==> config.mk <==
export PLATFORM = sky130hd
export DESIGN_NAME = read_data_router
export DESIGN_NICKNAME = d
export VERILOG_FILES = /design/src/rtl/read_data_router_pkg.sv /design/src/rtl/r_beat_buffer.sv /design/src/rtl/read_data_router.sv
export SDC_FILE = /design/constraint.sdc
export NUM_CORES = 1
export LEC_CHECK = 0
export ABC_AREA = 0
export BUFFER_PORTS_ARGS = -buffer_cell sky130_fd_sc_hd__buf_2
export CELL_PAD_IN_SITES_DETAIL_PLACEMENT = 1
export CELL_PAD_IN_SITES_GLOBAL_PLACEMENT = 1
export CORE_UTILIZATION = 31
export CTS_BUF_LIST = sky130_fd_sc_hd__clkbuf_16
export CTS_CLUSTER_SIZE = 8
export DETAILED_ROUTE_END_ITERATION = 8
export HOLD_SLACK_MARGIN = 0.05
export PLACE_DENSITY_LB_ADDON = 0.2
export RECOVER_POWER = 50
export SLEW_MARGIN = 10
export SYNTH_ARGS = -nofsm -noshare
export SYNTH_HDL_FRONTEND = slang
export SYNTH_SLANG_ARGS = --single-unit
==> constraint.sdc <==
create_clock -name clk -period 2.43 [get_ports clk]
set_input_delay 0.243 -clock clk [delete_from_list [all_inputs] [get_ports clk]]
set_output_delay 0.243 -clock clk [all_outputs]
set_load 0.02 [all_outputs]
==> src/rtl/read_data_router_pkg.sv <==
// Shared read-data interconnect definitions.
// Holds the AXI RRESP encodings, the read-data router FSM states, and the
// ID width derivation that is common with the read-data arbiter.
package read_data_router_pkg;

   typedef enum logic [1:0] {
      RRESP_OKAY   = 2'b00,
      RRESP_EXOKAY = 2'b01,
      RRESP_SLVERR = 2'b10,
      RRESP_DECERR = 2'b11
   } rresp_e;

   typedef enum logic {
      ST_IDLE = 1'b0,
      ST_XFER = 1'b1
   } rd_state_e;

   // Index width for n items; kept at least 1 bit so degenerate counts
   // still produce legal vector widths. MW = idx_width(M),
   // TW = idx_width(NUM_OUTSTANDING_TRANS), IW = MW + TW.
   function automatic int unsigned idx_width(input int unsigned n);
      return (n > 1) ? $clog2(n) : 1;
   endfunction

endpackage

==> src/rtl/r_beat_buffer.sv <==
// One-entry output register for R beats.
// Ports: clk/clr (async active-low reset), load_i (capture din_i),
// drain_i (consumer took the entry), din_i payload, valid_o/dout_o entry.
// A load in the same cycle as a drain replaces the entry without a bubble.
module r_beat_buffer #(
   parameter int unsigned W = 8
) (
   input  logic         clk,
   input  logic         clr,
   input  logic         load_i,
   input  logic         drain_i,
   input  logic [W-1:0] din_i,
   output logic         valid_o,
   output logic [W-1:0] dout_o
);

   logic         valid_q, valid_d;
   logic [W-1:0] data_q, data_d;

   always_comb begin
      valid_d = valid_q;
      data_d  = data_q;
      if (load_i) begin
         valid_d = 1'b1;
         data_d  = din_i;
      end else if (drain_i) begin
         valid_d = 1'b0;
      end
   end

   always_ff @(posedge clk or negedge clr) begin
      if (!clr) begin
         valid_q <= 1'b0;
         data_q  <= '0;
      end else begin
         valid_q <= valid_d;
         data_q  <= data_d;
      end
   end

   assign valid_o = valid_q;
   assign dout_o  = data_q;

endmodule

==> src/rtl/read_data_router.sv <==
// Read-data router: forwards R beats from the arbiter-granted slave to the
// master selected by the arbiter, through a one-entry output register.
// Ports: slave R channel (s_*), arbiter handshake (R_grant_f, R_sel_f in;
// R_request_f, R_id_f, R_last_f out), master R channel (m_*), and a sticky
// proto_err flag raised on grant changes or ID/selection disagreement
// during a burst. clr is an asynchronous active-low reset.
module read_data_router
   import read_data_router_pkg::*;
#(
   parameter  int unsigned M                     = 2,
   parameter  int unsigned S                     = 2,
   parameter  int unsigned NUM_OUTSTANDING_TRANS = 2,
   parameter  int unsigned DATA_WIDTH            = 32,
   localparam int unsigned TW                    = idx_width(NUM_OUTSTANDING_TRANS),
   localparam int unsigned MW                    = idx_width(M),
   localparam int unsigned IW                    = MW + TW
) (
   input  logic                    clk,
   input  logic                    clr,
   input  logic [S-1:0]            s_rvalid,
   output logic [S-1:0]            s_rready,
   input  logic [S*DATA_WIDTH-1:0] s_rdata,
   input  logic [S*2-1:0]          s_rresp,
   input  logic [S-1:0]            s_rlast,
   input  logic [S*IW-1:0]         s_rid,
   input  logic [S-1:0]            R_grant_f,
   input  logic [S*MW-1:0]         R_sel_f,
   output logic [S-1:0]            R_request_f,
   output logic [S*IW-1:0]         R_id_f,
   output logic [S-1:0]            R_last_f,
   output logic [M-1:0]            m_rvalid,
   input  logic [M-1:0]            m_rready,
   output logic [M*DATA_WIDTH-1:0] m_rdata,
   output logic [M*2-1:0]          m_rresp,
   output logic [M-1:0]            m_rlast,
   output logic [M*TW-1:0]         m_rid,
   output logic                    proto_err
);

   localparam int unsigned SW = idx_width(S);
   localparam int unsigned PW = MW + DATA_WIDTH + 2 + 1 + TW;

   // Granted-slave view
   logic                  gnt_any;
   logic [SW-1:0]         gnt_idx;
   logic                  g_valid, g_last;
   logic [DATA_WIDTH-1:0] g_data;
   logic [1:0]            g_resp;
   logic [IW-1:0]         g_rid;
   logic [MW-1:0]         g_sel;

   // Buffered beat
   logic                  buf_valid;
   logic [PW-1:0]         buf_payload;
   logic [MW-1:0]         buf_dest;
   logic [DATA_WIDTH-1:0] buf_data;
   logic [1:0]            buf_resp;
   logic                  buf_last;
   logic [TW-1:0]         buf_tid;

   logic dest_ready, room, accept, drain;

   rd_state_e     state_q;
   logic [SW-1:0] burst_slv_q;
   logic          proto_err_q;

   assign R_request_f = s_rvalid;
   assign R_id_f      = s_rid;

   // Lowest-index grant wins; later (higher) grants are ignored.
   always_comb begin
      gnt_any = 1'b0;
      gnt_idx = '0;
      g_valid = 1'b0;
      g_last  = 1'b0;
      g_data  = '0;
      g_resp  = RRESP_OKAY;
      g_rid   = '0;
      g_sel   = '0;
      for (int unsigned s = 0; s < S; s++) begin
         if (R_grant_f[s] && !gnt_any) begin
            gnt_any = 1'b1;
            gnt_idx = SW'(s);
            g_valid = s_rvalid[s];
            g_last  = s_rlast[s];
            g_data  = s_rdata[s*DATA_WIDTH +: DATA_WIDTH];
            g_resp  = s_rresp[s*2 +: 2];
            g_rid   = s_rid[s*IW +: IW];
            g_sel   = R_sel_f[s*MW +: MW];
         end
      end
   end

   always_comb begin
      dest_ready = 1'b0;
      for (int unsigned d = 0; d < M; d++) begin
         if (buf_dest == MW'(d)) dest_ready = m_rready[d];
      end
   end

   assign room   = !buf_valid || dest_ready;
   assign accept = gnt_any && g_valid && room;
   assign drain  = buf_valid && dest_ready;

   always_comb begin
      s_rready = '0;
      R_last_f = '0;
      for (int unsigned s = 0; s < S; s++) begin
         if (gnt_any && gnt_idx == SW'(s)) begin
            s_rready[s] = room;
            R_last_f[s] = accept && g_last;
         end
      end
   end

   r_beat_buffer #(.W(PW)) u_buf (
      .clk    (clk),
      .clr    (clr),
      .load_i (accept),
      .drain_i(drain),
      .din_i  ({g_sel, g_data, g_resp, g_last, g_rid[TW-1:0]}),
      .valid_o(buf_valid),
      .dout_o (buf_payload)
   );

   assign {buf_dest, buf_data, buf_resp, buf_last, buf_tid} = buf_payload;

   // Payload fans out to every master; only the valid is steered.
   always_comb begin
      m_rvalid = '0;
      for (int unsigned d = 0; d < M; d++) begin
         m_rvalid[d] = buf_valid && (buf_dest == MW'(d));
      end
   end

   assign m_rdata   = {M{buf_data}};
   assign m_rresp   = {M{buf_resp}};
   assign m_rlast   = {M{buf_last}};
   assign m_rid     = {M{buf_tid}};
   assign proto_err = proto_err_q;

   // Burst tracker: remembers the slave that opened a multi-beat burst so a
   // grant move or ID/selection mismatch before rlast can be flagged.
   always_ff @(posedge clk or negedge clr) begin
      if (!clr) begin
         state_q     <= ST_IDLE;
         burst_slv_q <= '0;
         proto_err_q <= 1'b0;
      end else begin
         if (state_q == ST_XFER &&
             ((gnt_any && gnt_idx != burst_slv_q) ||
              (accept && g_rid[IW-1:TW] != g_sel))) begin
            proto_err_q <= 1'b1;
         end
         case (state_q)
            ST_IDLE: begin
               if (accept && !g_last) begin
                  state_q     <= ST_XFER;
                  burst_slv_q <= gnt_idx;
               end
            end
            ST_XFER: begin
               if (accept && g_last) state_q <= ST_IDLE;
            end
            default: state_q <= ST_IDLE;
         endcase
      end
   end

endmodule

==> results.json, run 1 <==
{
  "status": "finished, final reports clean",
  "ctsRootBufferMaster": "clkbuf_16",
  "syn-num-nets": 423,
  "ys_seq_area_share_pct": 38.2,
  "grt_start_max_net_pins": 35,
  "initial_util_pct": 32.4,
  "critical_path.max_fanout": 34,
  "drv.max_cap_violation_count": 0,
  "syn_to_final_growth_pct": 15.3,
  "place.gp.congestion": 0.749,
  "finalNetCount": 508,
  "finish.instance_area_um2": 3100,
  "grt_setup_unrepaired": "false",
  "grt_pass1_wl_mm": 10.7,
  "timing_max_transition_violations_final": 0,
  "fraction_of_layout_cells_with_a_size_suffix_above_1_pct": 29.9,
  "power.density_nw_per_um2": 834,
  "layout.cells.non_filler": 530,
  "route.final.wire_length_mm": 6.83,
  "tritoncts": "done",
  "synth_top_area_share_pct": 38.2,
  "die_width_um": 95.1,
  "place_ws_ps": 486,
  "routed_wire_length_per_instance_um": 12.9,
  "drt_first_iter_violations": 29,
  "netlist-cell-type-count": 24,
  "power.combinational.fraction_pct": 38.8,
  "cell_area_after_placement_um2": 3030,
  "track_usage_pct": 15.3,
  "placedCellCount": 521,
  "syn_area_um2": 2690,
  "setup.worst_path.class": "register to register",
  "clk_path_buf_depth": 2,
  "peakVddDrop_v": 0.000330,
  "drt.antenna.violating_nets": 0,
  "cts.sinks": 41,
  "syn_avg_cell_area_um2": 7.93,
  "drc": 0,
  "antenna_found_initial": 0,
  "timing.setup.tns_ps": 0,
  "yosysMostFrequentCell": "buf_4",
  "netSwitchingFraction_pct": 41.2,
  "arrival_ps": 1950,
  "die-area_um2": 9050,
  "maxSlewHeadroom_pct": 19.3,
  "max_freq_mhz": 560,
  "timing.final.setup_violations": 0,
  "synth_enable_flop_cells": 0,
  "worst_slack_ps": 643,
  "utilization_pct": 37.3,
  "seqPwrFrac_pct": 37.7,
  "p_switching_mw": 1.06,
  "finalWorstPathRequiredPeriod_ps": 1790,
  "vias_per_cell": 4.46,
  "number_of_synthesized_register_bits": 41,
  "worst_ep_required_time_ps": 2590,
  "die_h_um": 95.1,
  "ys.warnings.count": 0,
  "clock_skew_ps": 3.54,
  "worst_hold_slack_ps": 231,
  "antennaDiodeCount": 0,
  "h-tree-depth": 2,
  "postSynthCellCount": 339,
  "worst_hold_path_type": "input port to register",
  "yosys_most_used_dff": "dfrtp_1",
  "first_pass_iters": 4,
  "path_clk_slew_ps": 60,
  "clkPwrFrac_pct": 23.5,
  "critical_path_launch_point_type": "register",
  "overflow": 0,
  "number_of_global_route_vias_before_repair": 2195,
  "place.port_buffers": 168,
  "totalPowerFinal_mw": 2.58,
  "post_synth_most_frequent_cells": "buf_4 (81), nand2_1 (66), nor2_1 (43)",
  "min_period_over_period_pct": 73.5,
  "cp-end-kind": "register",
  "core_region_area_um2": 8300,
  "hold_viol": 0,
  "worst_pin_slew_ps": 1210,
  "routed-via-count": 2362,
  "synthTopCellsByArea": "dfrtp_1 (38%), buf_4 (23%), nand2_1 (9.2%)",
  "async_flop_share_pct": 100,
  "power.static_leakage_nw": 1.55,
  "num_rows": 33,
  "largest_area_contributor_in_the_netlist": "dfrtp_1",
  "tritoncts_buffer_count": 5,
  "num_io_pins": 169,
  "power_report.internal_total_mw": 1.52,
  "post-cts-setup-buffer-count": 0,
  "hpwlAfterDp_mm": 5.47,
  "worstSkewPairLatency_ps": 270
}
[layer usage]
metal  GRT usage (%)  routed length [µm]
met5               0                   0
met4            4.17                  68
met3            3.35                 478
met2            26.6                3310
met1            19.1                2970
[timing repair]
item,4_1_cts,5_1_grt
hold buffers,1,0
resized for setup,0,0
hold endpoints to repair,21,0
[worst paths after layout]
path	startpoint	end	slack (ps)	cells after the start
max	u_buf.dout_o[36]	proto_err	640	5
min	s_rresp[3]	u_buf.dout_o[3]	230	3
max reg2reg	u_buf.dout_o[36]	proto_err	640	5
min reg2reg	proto_err	proto_err	480	1
max in group asynchronous	clr	u_buf.dout_o[5]	780	3
min in group asynchronous	clr	u_buf.dout_o[34]	740	2
[worst max-delay path, cell delays in order, from the launching register on]
cell and delay (ps):
dfrtp_1 390, mux2i_1 310, a22o_2 310, buf_4 340, o21ai_0 140, a21o_1 190
[flip-flops by register name (all words and copies together), names as in the netlist, named ones only]
name / cells
burst_slv_q: 1
proto_err: 1
u_buf.valid_o: 1
u_buf.dout_o: 37
[power groups by stage]
| stage | clock network (mW) | registers [mW] | logic (mW) |
|---|---|---|---|
| floorplan | 0 | 0.949 | 1.07 |
| global placement | 0 | 0.976 | 1.07 |
| detailed placement | 0 | 0.986 | 1.08 |
| CTS | 0.637 | 0.975 | 1.08 |
| global route | 0.657 | 1.01 | 1.11 |
| finish | 0.606 | 0.975 | 1.00 |
[kinds of logic (layout without fill, tap and decap cells)]
kind of cell    count (synthesis)  after routing  synth area share (%)
simple gates                  119            119                  18.1
buf+inv                        99            185                  25.8
compound gates                 75             75                  16.1
flops                          41             41                  38.2
mux                             3              3                  1.16
xor+xnor                        2              2                 0.652
[cell usage in the layout, fill, tap and decap left out, drive strengths merged]
cell type	n
a22oi	2
a221oi	4
a21o	2
nand3	1
nor3	1
nand3b	1
mux2	1
dfrtp	41
nor2	43
a21oi	32
buf	114
nand2	66
dlygate4sd3	1
and3	2
nor2b	2
o21ai	33
clkinv	3
mux2i	2
clkbuf	67
xor2	2
a22o	2
and2	3
[layout make-up]
type / count / area [µm²]
Clock buffer: 5 / 125
Clock inverter: 3 / 12.5
Fill cell: 1105 / 5200
Multi-Input combinational cell: 199 / 971
Sequential cell: 41 / 1030
Tap cell: 105 / 131
Timing Repair Buffer: 177 / 833
Note: power is estimated with default switching activity, not from simulation.
==> inputs of run 2 (changes only) <==
--- a/config.mk
+++ b/config.mk
@@ -9,7 +9,7 @@
 export BUFFER_PORTS_ARGS = -buffer_cell sky130_fd_sc_hd__buf_2
 export CELL_PAD_IN_SITES_DETAIL_PLACEMENT = 1
 export CELL_PAD_IN_SITES_GLOBAL_PLACEMENT = 1
-export CORE_UTILIZATION = 31
+export CORE_UTILIZATION = 29
 export CTS_BUF_LIST = sky130_fd_sc_hd__clkbuf_16
 export CTS_CLUSTER_SIZE = 8
 export DETAILED_ROUTE_END_ITERATION = 8
==> constraint.sdc (replaced) <==
create_clock -name clk -period 1.9 [get_ports clk]
set_input_delay 0.19 -clock clk [delete_from_list [all_inputs] [get_ports clk]]
set_output_delay 0.19 -clock clk [all_outputs]
set_load 0.02 [all_outputs]
==> results.json, run 2 (synthesized netlist as in run 1, its figures left out) <==
{
  "initial_util_pct": 30.4,
  "tritoncts_buffer_count": 5,
  "num_rows": 34,
  "antenna_found_initial": 1,
  "postCtsHoldBufs": 1,
  "final_common_cell": "buf_2",
  "setup.worst_path.class": "register to output port",
  "core_region_area_um2": 8850,
  "grt_setup_unrepaired": "false",
  "antennaDiodeCount": 0,
  "cp-end-kind": "output port",
  "syn_to_final_growth_pct": 16.4,
  "critical_path.max_fanout": 4,
  "num_io_pins": 169,
  "maxSlewHeadroom_pct": 68.8,
  "arrival_ps": 1520,
  "critical_path_launch_point_type": "register",
  "clkPwrFrac_pct": 23.7,
  "max_freq_mhz": 583,
  "place.gp.congestion": 0.765,
  "peakVddDrop_v": 0.000330,
  "ctsRootBufferMaster": "clkbuf_16",
  "fraction_of_layout_cells_with_a_size_suffix_above_1_pct": 30.0,
  "overflow": 0,
  "worst_ep_required_time_ps": 1710,
  "first_pass_iters": 8,
  "seqPwrFrac_pct": 37.3,
  "cp_slowest_cell": "dfrtp_1",
  "track_usage_pct": 14.4,
  "number_of_global_route_vias_before_repair": 2246,
  "worst_hold_path_type": "input port to register",
  "tritoncts": "done",
  "min_period_over_period_pct": 90.2,
  "timing.final.setup_violations": 0,
  "n_fill_cell": 1144,
  "netSwitchingFraction_pct": 41.4,
  "h-tree-depth": 2,
  "timing.setup.tns_ps": 0,
  "power_report.internal_total_mw": 1.95,
  "critical_path.n_buffers_inverters": 1,
  "worst_pin_slew_ps": 468,
  "drt_first_iter_violations": 40,
  "post-cts-setup-buffer-count": 0,
  "multi_input_gate_area_um2": 971,
  "power.combinational.fraction_pct": 38.9,
  "largest_register_ff_count": 37,
  "place.port_buffers": 168,
  "crit_path_max_incr_delay_ps": 400,
  "violations": "DRC",
  "path_delay_family": "flip-flops",
  "worstSkewPairLatency_ps": 280,
  "routed-via-count": 2385,
  "top_library_cells_by_usage_in_the_layout_fill_and_taps_aside": "buf_2 (105), nand2_1 (66), clkbuf_1 (63)",
  "clk_path_buf_depth": 2,
  "power.density_nw_per_um2": 1070,
  "cts.sinks": 41,
  "vias_per_cell": 4.46,
  "drc": 10,
  "clock_skew_ps": 6.84,
  "route.final.wire_length_mm": 7.08,
  "utilization_pct": 35.4,
  "timing_max_transition_violations_final": 0,
  "status": "finished, violations left",
  "hpwlAfterDp_mm": 5.64,
  "die_width_um": 98.3,
  "path_cells": "mux2i_1 -> a22oi_1 -> and3_1 -> buf_2",
  "hold_viol": 0,
  "path_clk_slew_ps": 60,
  "sequential_cell_area_um2": 1030,
  "die_h_um": 98.3,
  "cts_resized": 0,
  "grt_start_max_net_pins": 47,
  "routed_wire_length_per_instance_um": 13.2,
  "power.static_leakage_nw": 1.56,
  "grt_pass1_wl_mm": 11.1,
  "drt.antenna.violating_nets": 0,
  "finalWorstPathRequiredPeriod_ps": 1710,
  "finalNetCount": 510,
  "die-area_um2": 9660,
  "p_switching_mw": 1.38,
  "drv.max_cap_violation_count": 0
}
## run 2: cell types whose count changed in the layout (fill, tap and decap cells not counted)
| cell | before | now |
|---|---|---|
| buf_12 | 0 | 1 |
| buf_2 | 106 | 105 |
| buf_4 | 8 | 9 |
| clkbuf_1 | 62 | 63 |
## run 2: path summary, 6_finish.rpt
path / startpoint / slack, ps / cells past startpoint / end
max: u_buf.dout_o[36] / 190 / 4 / R_last_f[0]
min: s_rresp[3] / 150 / 3 / u_buf.dout_o[3]
max reg2reg: u_buf.dout_o[36] / 340 / 4 / u_buf.dout_o[21]
min reg2reg: proto_err / 470 / 1 / proto_err
max in group asynchronous: clr / 830 / 3 / u_buf.dout_o[14]
min in group asynchronous: clr / 390 / 2 / u_buf.dout_o[3]
## run 2: final cells by class
type,instances,area share [%]
repair buffers,179,27.5
clock inverters,3,0.400
multi-input cells,199,31.0
clock buffers,5,4.00
well taps,108,4.32
flip-flops and latches,41,32.8
## run 2: power groups by stage
stage | combinational, mW | sequential (mW) | clock, mW
after global placement | 1.37 | 1.25 | 0
after CTS | 1.40 | 1.25 | 0.830
after global routing | 1.41 | 1.28 | 0.864
final | 1.30 | 1.24 | 0.792
after floorplan | 1.36 | 1.21 | 0
after detailed placement | 1.39 | 1.26 | 0
## run 2: per-layer routing
metal / part of all wire, % / vias up / track usage [%]
met5: 0 / - / 0
met4: 0.90 / 0 / 4.13
met3: 5.9 / 5 / 2.86
met2: 51 / 80 / 25.4
met1: 42 / 1104 / 17.8
li1: - / 1196 / -
## run 2: worst register-to-register path: cells and delay by family (launching register included)
kind                   cells  cell delay, ps
DFF                        1             400
AOI/OAI and AO/OA          2             420
muxes                      1             310
buffers and inverters      1             290
## run 2: stage by stage
step / std cells / cell area, µm² / worst slack [ps] / power (mW) / hold slack [ps]
6_report: 535 / 3130 / 186 / 3.33 / 152
5_1_grt: 535 / 3130 / 75.2 / 3.55 / 169
4_1_cts: 535 / 3210 / 185 / 3.47 / 152
3_5_place_dp: 526 / 3060 / 349 / 2.65 / 181
3_3_place_gp: 526 / 3060 / 440 / 2.62 / 174
2_1_floorplan: 339 / 2690 / 447 / 2.58 / -106
